## src/rtl/bin2bcd_pkg.sv

```systemverilog
// Shared definitions for the sequential binary-to-BCD converter.
package bin2bcd_pkg;

    localparam int unsigned WIDTH_DEF  = 16;
    localparam int unsigned DIGITS_DEF = 5;

    // Code driven on a suppressed leading-zero digit; the 7-segment decoder shows it as all-off.
    localparam logic [3:0] BCD_BLANK = 4'hF;

    typedef enum logic [1:0] {
        IDLE  = 2'd0,
        SHIFT = 2'd1,
        DONE  = 2'd2
    } state_e;

endpackage : bin2bcd_pkg

```

## src/rtl/bcd_add3.sv

```systemverilog
// Double-dabble digit correction: a BCD digit of 5 or more gets 3 added before the next shift.
module bcd_add3 (
    input  logic [3:0] din,
    output logic [3:0] dout_c
);

    // Correct the digit so the following left shift carries cleanly into the next decade.
    always_comb begin
        dout_c = din;
        if (din >= 4'd5) begin
            dout_c = din + 4'd3;
        end
    end

endmodule : bcd_add3

```

## src/rtl/bin2bcd_seq.sv

```systemverilog
// Sequential binary-to-BCD converter (shift-and-add-3), one input bit per clock.
// Optional leading-zero blanking of the output digits is enabled with macro BIN2BCD_BLANK_EN.
module bin2bcd_seq
    import bin2bcd_pkg::*;
#(
    parameter int unsigned WIDTH  = WIDTH_DEF,
    parameter int unsigned DIGITS = DIGITS_DEF
) (
    input  logic                clk,
    input  logic                rst,
    input  logic                start,
    input  logic [WIDTH-1:0]    bin,
    output logic                busy,
    output logic                done,
    output logic [4*DIGITS-1:0] bcd
);

    localparam int unsigned      BCD_W    = 4 * DIGITS;
    localparam int unsigned      CNT_W    = (WIDTH > 1) ? $clog2(WIDTH) : 1;
    localparam logic [CNT_W-1:0] CNT_LAST = CNT_W'(WIDTH - 1);

    state_e             state_q,   state_d;
    logic [BCD_W-1:0]   scratch_q, scratch_d;
    logic [WIDTH-1:0]   sreg_q,    sreg_d;
    logic [CNT_W-1:0]   cnt_q,     cnt_d;
    logic               busy_q,    busy_d;
    logic               done_q,    done_d;
    logic [BCD_W-1:0]   bcd_q,     bcd_d;

    logic [BCD_W-1:0]   adj;
    logic [BCD_W-1:0]   scratch_next;
    logic [WIDTH-1:0]   sreg_next;
    logic [BCD_W-1:0]   bcd_fmt;

    // One add-3 corrector per decimal digit of the scratch register.
    for (genvar g = 0; g < DIGITS; g++) begin : g_add3
        bcd_add3 u_add3 (
            .din    (scratch_q[4*g +: 4]),
            .dout_c (adj[4*g +: 4])
        );
    end

    // Shift {corrected scratch, shift register} left by one; the dropped MSB is always zero when DIGITS is sized correctly.
    always_comb begin
        scratch_next = BCD_W'({adj, sreg_q[WIDTH-1]});
        sreg_next    = WIDTH'({sreg_q, 1'b0});
    end

`ifdef BIN2BCD_BLANK_EN
    logic lead_zero;

    // Replace each leading-zero digit above the units digit with the blank code.
    always_comb begin
        bcd_fmt   = scratch_next;
        lead_zero = 1'b1;
        for (int i = int'(DIGITS) - 1; i >= 1; i--) begin
            if (lead_zero && (scratch_next[4*i +: 4] == 4'd0)) begin
                bcd_fmt[4*i +: 4] = BCD_BLANK;
            end else begin
                lead_zero = 1'b0;
            end
        end
    end
`else
    // Plain BCD result, leading zeros kept.
    always_comb begin
        bcd_fmt = scratch_next;
    end
`endif

    // Next-state and datapath control for the IDLE -> SHIFT -> DONE sequence.
    always_comb begin
        state_d   = state_q;
        scratch_d = scratch_q;
        sreg_d    = sreg_q;
        cnt_d     = cnt_q;
        bcd_d     = bcd_q;
        busy_d    = 1'b0;
        done_d    = 1'b0;

        unique case (state_q)
            IDLE: begin
                if (start) begin
                    sreg_d    = bin;
                    scratch_d = '0;
                    cnt_d     = '0;
                    busy_d    = 1'b1;
                    state_d   = SHIFT;
                end
            end
            SHIFT: begin
                scratch_d = scratch_next;
                sreg_d    = sreg_next;
                cnt_d     = cnt_q + CNT_W'(1);
                busy_d    = 1'b1;
                if (cnt_q == CNT_LAST) begin
                    // Result is published on entry so bcd and done line up in the DONE cycle.
                    busy_d  = 1'b0;
                    done_d  = 1'b1;
                    bcd_d   = bcd_fmt;
                    state_d = DONE;
                end
            end
            DONE: begin
                state_d = IDLE;
            end
            default: begin
                state_d = IDLE;
            end
        endcase
    end

    // State and output registers with synchronous reset that aborts any conversion.
    always_ff @(posedge clk) begin
        if (rst) begin
            state_q   <= IDLE;
            scratch_q <= '0;
            sreg_q    <= '0;
            cnt_q     <= '0;
            busy_q    <= 1'b0;
            done_q    <= 1'b0;
            bcd_q     <= '0;
        end else begin
            state_q   <= state_d;
            scratch_q <= scratch_d;
            sreg_q    <= sreg_d;
            cnt_q     <= cnt_d;
            busy_q    <= busy_d;
            done_q    <= done_d;
            bcd_q     <= bcd_d;
        end
    end

    assign busy = busy_q;
    assign done = done_q;
    assign bcd  = bcd_q;

endmodule : bin2bcd_seq

```

## config.mk

```make
export PLATFORM = sky130hd
export DESIGN_NAME = bin2bcd_seq
export DESIGN_NICKNAME = d
export VERILOG_FILES = /design/src/rtl/bin2bcd_pkg.sv /design/src/rtl/bcd_add3.sv /design/src/rtl/bin2bcd_seq.sv
export SDC_FILE = /design/constraint.sdc
export NUM_CORES = 1
export LEC_CHECK = 0
export ABC_AREA = 1
export ABC_CLOCK_PERIOD_IN_PS = 1400
export BUFFER_PORTS_ARGS = -buffer_cell sky130_fd_sc_hd__buf_2
export CELL_PAD_IN_SITES_DETAIL_PLACEMENT = 0
export CELL_PAD_IN_SITES_GLOBAL_PLACEMENT = 2
export CORE_MARGIN = 3
export CORE_UTILIZATION = 28
export DETAILED_ROUTE_END_ITERATION = 10
export GPL_TIMING_DRIVEN = 0
export PLACE_DENSITY_LB_ADDON = 0.1
export SLEW_MARGIN = 20
export SYNTH_ARGS = -nofsm -noshare
export SYNTH_HDL_FRONTEND = slang
export SYNTH_SLANG_ARGS = --single-unit
```

## constraint.sdc

```tcl
create_clock -name clk -period 1.4 [get_ports clk]
set_input_delay 0.07 -clock clk [delete_from_list [all_inputs] [get_ports clk]]
set_output_delay 0.07 -clock clk [all_outputs]
set_load 0.01 [all_outputs]
```

==> results of run 1 <==
[flip-flops by register name, summed over array words and instances (netlist names)]
signal / cells
bcd: 20
scratch_q: 20
sreg_q: 16
cnt_q: 4
state_q: 2
busy: 1
done: 1
[worst paths after layout]
path | startpoint | endpoint | slack [ps] | cells after the start
worst max register to register | cnt_q[0] | bcd[15] | -4 | 9
worst max-delay path | cnt_q[0] | bcd[15] | -4 | 9
worst min-delay path | start | state_q[0] | 50 | 3
worst min register to register | sreg_q[11] | sreg_q[11] | 450 | 2
[layer usage]
layer  track usage, %  wire, um  up-vias
met4            4.380        47        0
met2            23.87      4124       42
met1            20.19      4322     1341
met3            3.712       294        5
li1                 -         -     1577
met5                0         0        -
[metrics by stage]
| stage | utilization, % | worst slack (ps) | setup TNS, ps | instance area, um^2 | instances |
|---|---|---|---|---|---|
| 6_report | 38.89 | -3.660 | -4.325 | 4086 | 660 |
| 5_1_grt | 38.89 | -116.4 | -1671 | 4086 | 660 |
| 4_1_cts | 36.80 | -32.94 | -289.1 | 3867 | 657 |
| 3_5_place_dp | 32.93 | -164.8 | -4022 | 3461 | 630 |
| 3_3_place_gp | 32.93 | -151.3 | -3598 | 3461 | 630 |
| 2_1_floorplan | - | 123.2 | 0 | 3090 | 454 |
[critical path: cells and delay by family (launching register included)]
family | cells | cell delay, ps
AO/OA/AOI/OAI | 1 | 120
buffers and inverters | 3 | 350
AND/OR/NAND/NOR | 4 | 350
flip-flops | 1 | 360
adder cells (fa/ha/maj) | 1 | 150
[layout make-up]
cell class	instances	area (um^2)	area share, %
multi-input combinational	315	1683	41.18
sequential	64	1304	31.90
timing repair buffer	55	371.6	9.094
inverter	56	212.7	5.205
tap	136	170.2	4.164
clock buffer	12	165.2	4.042
buffer	19	140.1	3.429
clock inverter	3	40.04	0.9798
[cell families (layout without fill, tap and decap cells)]
kind of cell | after synthesis | after routing | share of synthesized area (%)
fa+ha+maj | 11 | 11 | 4.453
simple gates | 216 | 216 | 28.79
buf+inv | 75 | 145 | 10.45
flops | 64 | 64 | 41.46
compound gates | 85 | 85 | 13.89
mux | 3 | 3 | 0.9717
[placed cells by master, fill, tap and decap left out, types with 12 or more instances in the layout]
master    count
nand2_1     119
dfxtp_1      54
inv_1        45
buf_2        45
a21oi_1      43
nor2_1       28
o21ai_0      24
nand3_1      24
nand2_2      15
o21ai_1      12
clkbuf_8     12
[power by group through the flow]
stage,registers (uW),logic (uW),clock network [uW]
6_report,1890,327,1680
5_1_grt,1890,380,1840
4_1_cts,1890,326,1750
3_5_place_dp,1930,312,0
3_3_place_gp,1930,310,0
2_1_floorplan,1930,200,0
[timing repair]
| item | in CTS | in global routing |
|---|---|---|
| pin swaps | 5 | 18 |
| buffers inserted | 9 | 3 |
| hold endpoints to repair | 1 | 0 |
| hold buffers | 1 | 0 |
| cloned | 2 | 1 |
| setup endpoints to repair | 46 | 56 |
| gates resized for setup | 25 | 68 |
==> out/qor.csv, run 1 <==
stage,metric,value,unit
run_status,status,"finished, violations left",
run_status,violations,setup timing,
power,switching_power,958.0,uW
critical_path,arrival,1680,ps
floorplanning,rows,37,
sta,worst_slew_pin_slew,654.9,ps
sta,min_period,1404,ps
synthesis,synthTopCellsByArea,"dfxtp_1 (41%), nand2_1 (17%), a21oi_1 (7.8%), inv_1 (6.4%), nand3_1 (4.7%)",
grt,antenna_found_initial,0,
clock_tree,clock-sinks,64,
place,gp_congestion,0.7313,
synthesis,yosysWarnings,0,
floorplanning,die_w,111.1,um
critical_path,slowest_stage,dfxtp_2,
route,firstDrtPassIters,4,
layout,synthToLayoutAreaGrowth,32.23,%
floorplanning,die_h,111.1,um
sta,setup_viol,2,
hold_path,holdCritPathClass,input port to flop,
route,via_per_inst,4.492,
synthesis,avgSynthCellArea,6.807,um^2
sta,finalCritPeriodShare,100.3,%
sta,rsz0062_at_grt,yes,
sta,hold_ws,48.67,ps
synthesis,yosysTopAreaCellShare,41.46,%
sta,hold_viol_final,0,
flow_run,maxCapViolCount,0,
clock_tree,cts-buffers-inserted,9,
critical_path,crit_chain,"ha_4, nand2_4, nor2_4, inv_2, nor2_4, buf_6, clkbuf_16, nand2_4, a21oi_2",
critical_path,worstSetupPathType,flop to flop,
floorplanning,die_area,0.01233,mm^2
power,clockPowerShare,43.1,%
synthesis,syn_area,0.003090,mm^2
layout,fill_cells,1146,
power,ir_drop,0.4958,mV
synthesis,ys_seq_area_share,41.46,%
clock_tree,clk_pin_slew_worst_paths,70,ps
sta,max-slew-margin-rel,56.34,%
critical_path,critPathRequiredTime,1670,ps
clock_tree,cts.root.buffer_cell,clkbuf_8,
synthesis,async_reset_ff_share,0,%
floorplanning,start_util,29.41,%
critical_path,cp-end-kind,flop,
clock_tree,htree_levels,3,
synthesis,syn_inst,454,
floorplanning,io_pins,41,
critical_path,cp_max_fo,5,
synthesis,yosysUniqueCellTypes,22,
layout,n_antenna_cell,0,
place,io_buffers,40,
synthesis,synth_nets,484,
synthesis,synth_area_leader_cell,dfxtp_1,
power,finalPower,3890,uW
sta,drv_slew,0,
grt,grt_max_degree,11,
grt,grt_pass1_vias,2940,
sta,finClkSkew,8.899,ps
sta,timing.fmax,0.7124,GHz
layout,finalNetCount,550,
route,vias,2965,
route,avgRoutedWirePerCell,13.32,um
power,comb_power_share,8.4,%
power,powerDensity,952.0,mW/mm^2
place,hpwl,5826,um
power,p_leak,0.001858,uW
grt,grt_pass1_wl,14970,um
power,switching_share,24.63,%
grt,grt_util_all_layers,15.01,%
synthesis,synth_common_cells,"nand2_1 (140), dfxtp_1 (64), inv_1 (53)",
clock_tree,cts_tree,done,
clock_tree,clock_latency,340,ps
sta,layout_setup_ws,-3.660,ps
route,antenna_left,0,
clock_tree,cts_buffer_depth,2,
power,sequentialPowerShare,48.5,%
grt,grt-ovfl-total,0,
synthesis,synth_ff_type,dfxtp_1,
route,drt_iter0_drc,167,
route,drc,0,
synthesis,ys_ff_latch,64,
synthesis,synth_edf_count,0,
power,p_int,2932,uW
critical_path,crit_path_start_kind,flop,
synthesis,yosysMostFrequentCell,nand2_1,
critical_path,crit_path_max_incr_delay,360,ps
floorplanning,fp.coreArea,0.01051,mm^2
route,wirelength,8788,um
layout,drive_above_1_share,28.05,%
No activity file was read; power rests on OpenSTA's default activity.
==> run 2: changes to the inputs <==
Settings changed: SETUP_SLACK_MARGIN set to 0.15.
==> run 2 against run 1 <==
Net effect:
- clock power fell by 13%
- sequential power barely moved
- final cell count fell by 0.30%
- final area rose by 3.0%
- the flow now finishes without violations
- critical endpoint is now bcd[8]
- total power fell by 4.3%
- largest cell class unchanged
- non-clock buffer count fell by 1
- flip-flop and latch count did not move
- register-to-register slack barely moved
- die area did not move
==> out/qor.csv, run 2 (same netlist as run 1, synthesis figures left out) <==
stage,metric,value,unit,change
run_status,status,"finished, final reports clean",,
floorplanning,die_area,0.01233,mm^2,unchanged
route,avgRoutedWirePerCell,13.43,um,+0.90%
clock_tree,cts_tree,done,,
clock_tree,clock-sinks,64,,unchanged
floorplanning,die_w,111.1,um,unchanged
route,drt_iter0_drc,147,,-12%
place,place_area,0.003482,mm^2,+0.61%
grt,antenna_found_initial,0,,unchanged
route,via_per_inst,4.526,,+0.74%
clock_tree,clk_pin_slew_worst_paths,70,ps,about the same
flow_run,maxCapViolCount,0,,unchanged
layout,synthToLayoutAreaGrowth,36.19,%,
sta,finClkSkew,8.679,ps,-0.2199 ps
route,wirelength,8840,um,+0.59%
floorplanning,fp.coreArea,0.01051,mm^2,unchanged
layout,finalNetCount,549,,-0.18%
layout,fill_cells,1113,,-2.9%
sta,drv_slew,0,,unchanged
place,gp_congestion,0.7792,,+6.5%
layout,layout_commonest_cell,nand2_1,,
sta,worst_slew_pin_slew,677.2,ps,+22.26 ps
critical_path,crit_path_start_kind,flop,,
clock_tree,cts-buffers-inserted,9,,unchanged
layout,final_cell_mix,"nand2_1 (123), dfxtp_1 (51), a21oi_1 (44)",,
floorplanning,die_h,111.1,um,unchanged
layout,n_antenna_cell,0,,unchanged
hold_path,holdCritPathClass,input port to flop,,
clock_tree,clock_latency,350,ps,about the same
route,antenna_left,0,,unchanged
route,drc,0,,unchanged
floorplanning,io_pins,41,,unchanged
floorplanning,rows,37,,unchanged
grt,grt_pass1_vias,2786,,-5.2%
layout,fin_area,0.004209,mm^2,+3.0%
clock_tree,cts_buffer_depth,2,,unchanged
critical_path,cp_max_fo,7,,+2
clock_tree,cts.root.buffer_cell,clkbuf_8,,
layout,drive_above_1_share,30.46,%,+2.4 points
place,hpwl,5839,um,+0.22%
floorplanning,start_util,29.41,%,unchanged
sta,layout_setup_ws,0.9645,ps,+4.624 ps
sta,min_period,1399,ps,-4.624 ps
sta,rsz0062_at_grt,yes,,
grt,grt_max_degree,11,,unchanged
power,p_leak,0.001932,uW,+4.0%
critical_path,worstSetupPathType,flop to flop,,
critical_path,critPathRequiredTime,1700,ps,+30 ps
place,post-place-ws,-193.7,ps,-28.89 ps
sta,finalCritPeriodShare,99.93,%,-0.33 points
sta,max-slew-margin-rel,54.85,%,-1.5 points
power,powerDensity,884.6,mW/mm^2,-7.1%
grt,grt_pass1_wl,13940,um,-6.8%
place,io_buffers,40,,unchanged
critical_path,cp-end-kind,flop,,
route,firstDrtPassIters,4,,unchanged
critical_path,arrival,1690,ps,about the same
grt,grt_util_all_layers,14.18,%,-0.83 points
sta,timing.fmax,0.7148,GHz,+0.33%
sta,setup_viol,0,,-2
sta,hold_viol_final,0,,unchanged
power,ir_drop,0.3411,mV,-31%
route,vias,2978,,+0.44%
grt,grt-ovfl-total,0,,unchanged
clock_tree,htree_levels,3,,unchanged
run 2: cell types whose count changed in the layout (fill, tap and decap cells not counted), moves of 5 or more:
cell / before / now
inv_1: 45 / 39
buf_2: 45 / 40
ha_1: 10 / 5
nor2_1: 28 / 22
run 2: metrics by stage:
step	std cells	utilization (%)	setup TNS [ps]	total power [uW]	hold slack (ps)
floorplan	454	-	0	2133	234.3
global placement	630	33.13	-4479	2251	350.8
detailed placement	630	33.13	-4793	2250	361.3
CTS	651	36.42	0	3749	29.06
global route	658	40.05	-1302	3920	58.72
finish	658	40.05	0	3723	44.73
run 2: critical path, stage by stage (launching register included):
cell and delay (ps):
dfxtp_4 370, ha_4 140, nand2_4 50, nor2_4 80, inv_2 50, nor2_4 110, buf_12 150, clkbuf_16 160
nor2_1 40, nor2_1 70, nand2_1 60, inv_1 40
run 2: cell type report:
| class | instances | area, um^2 | area share [%] |
|---|---|---|---|
| tap | 136 | 170.2 | 4.043 |
| sequential | 64 | 1310 | 31.12 |
| buffer | 19 | 178.9 | 4.251 |
| inverter | 56 | 224.0 | 5.321 |
| multi-input combinational | 315 | 1770 | 42.06 |
| timing repair buffer | 54 | 382.9 | 9.096 |
| clock buffer | 14 | 172.7 | 4.102 |
run 2: power by group:
group	switching (uW)	leakage (uW)	total (uW)	internal [uW]
registers	24.0	0.000528	1890	1870
logic	226	0.00132	375	149
clock network	686	0.0000886	1460	771
run 2: repair_timing:
item | CTS | global route
buffers inserted | 5 | 5
hold buffers | 1 | 0
gates cloned | 1 | 2
hold endpoints to repair | 1 | 0
setup endpoints to repair | 61 | 55
resized for setup | 33 | 97
pin swaps | 1 | 22
run 2: routing by layer:
metal,GRT usage (%),up-vias,wire [um]
met5,0,-,0
met4,6.650,0,161
li1,-,1577,-
met3,3.493,10,378
met1,18.84,1346,4329
met2,21.60,45,3970
run 2: final timing paths:
path	cells past startpoint	startpoint	slack, ps	endpoint
setup / recovery	11	cnt_q[0]	1	bcd[8]
hold / removal	3	start	40	sreg_q[0]
setup reg to reg	11	cnt_q[0]	1	bcd[8]
hold reg to reg	2	sreg_q[9]	450	sreg_q[9]
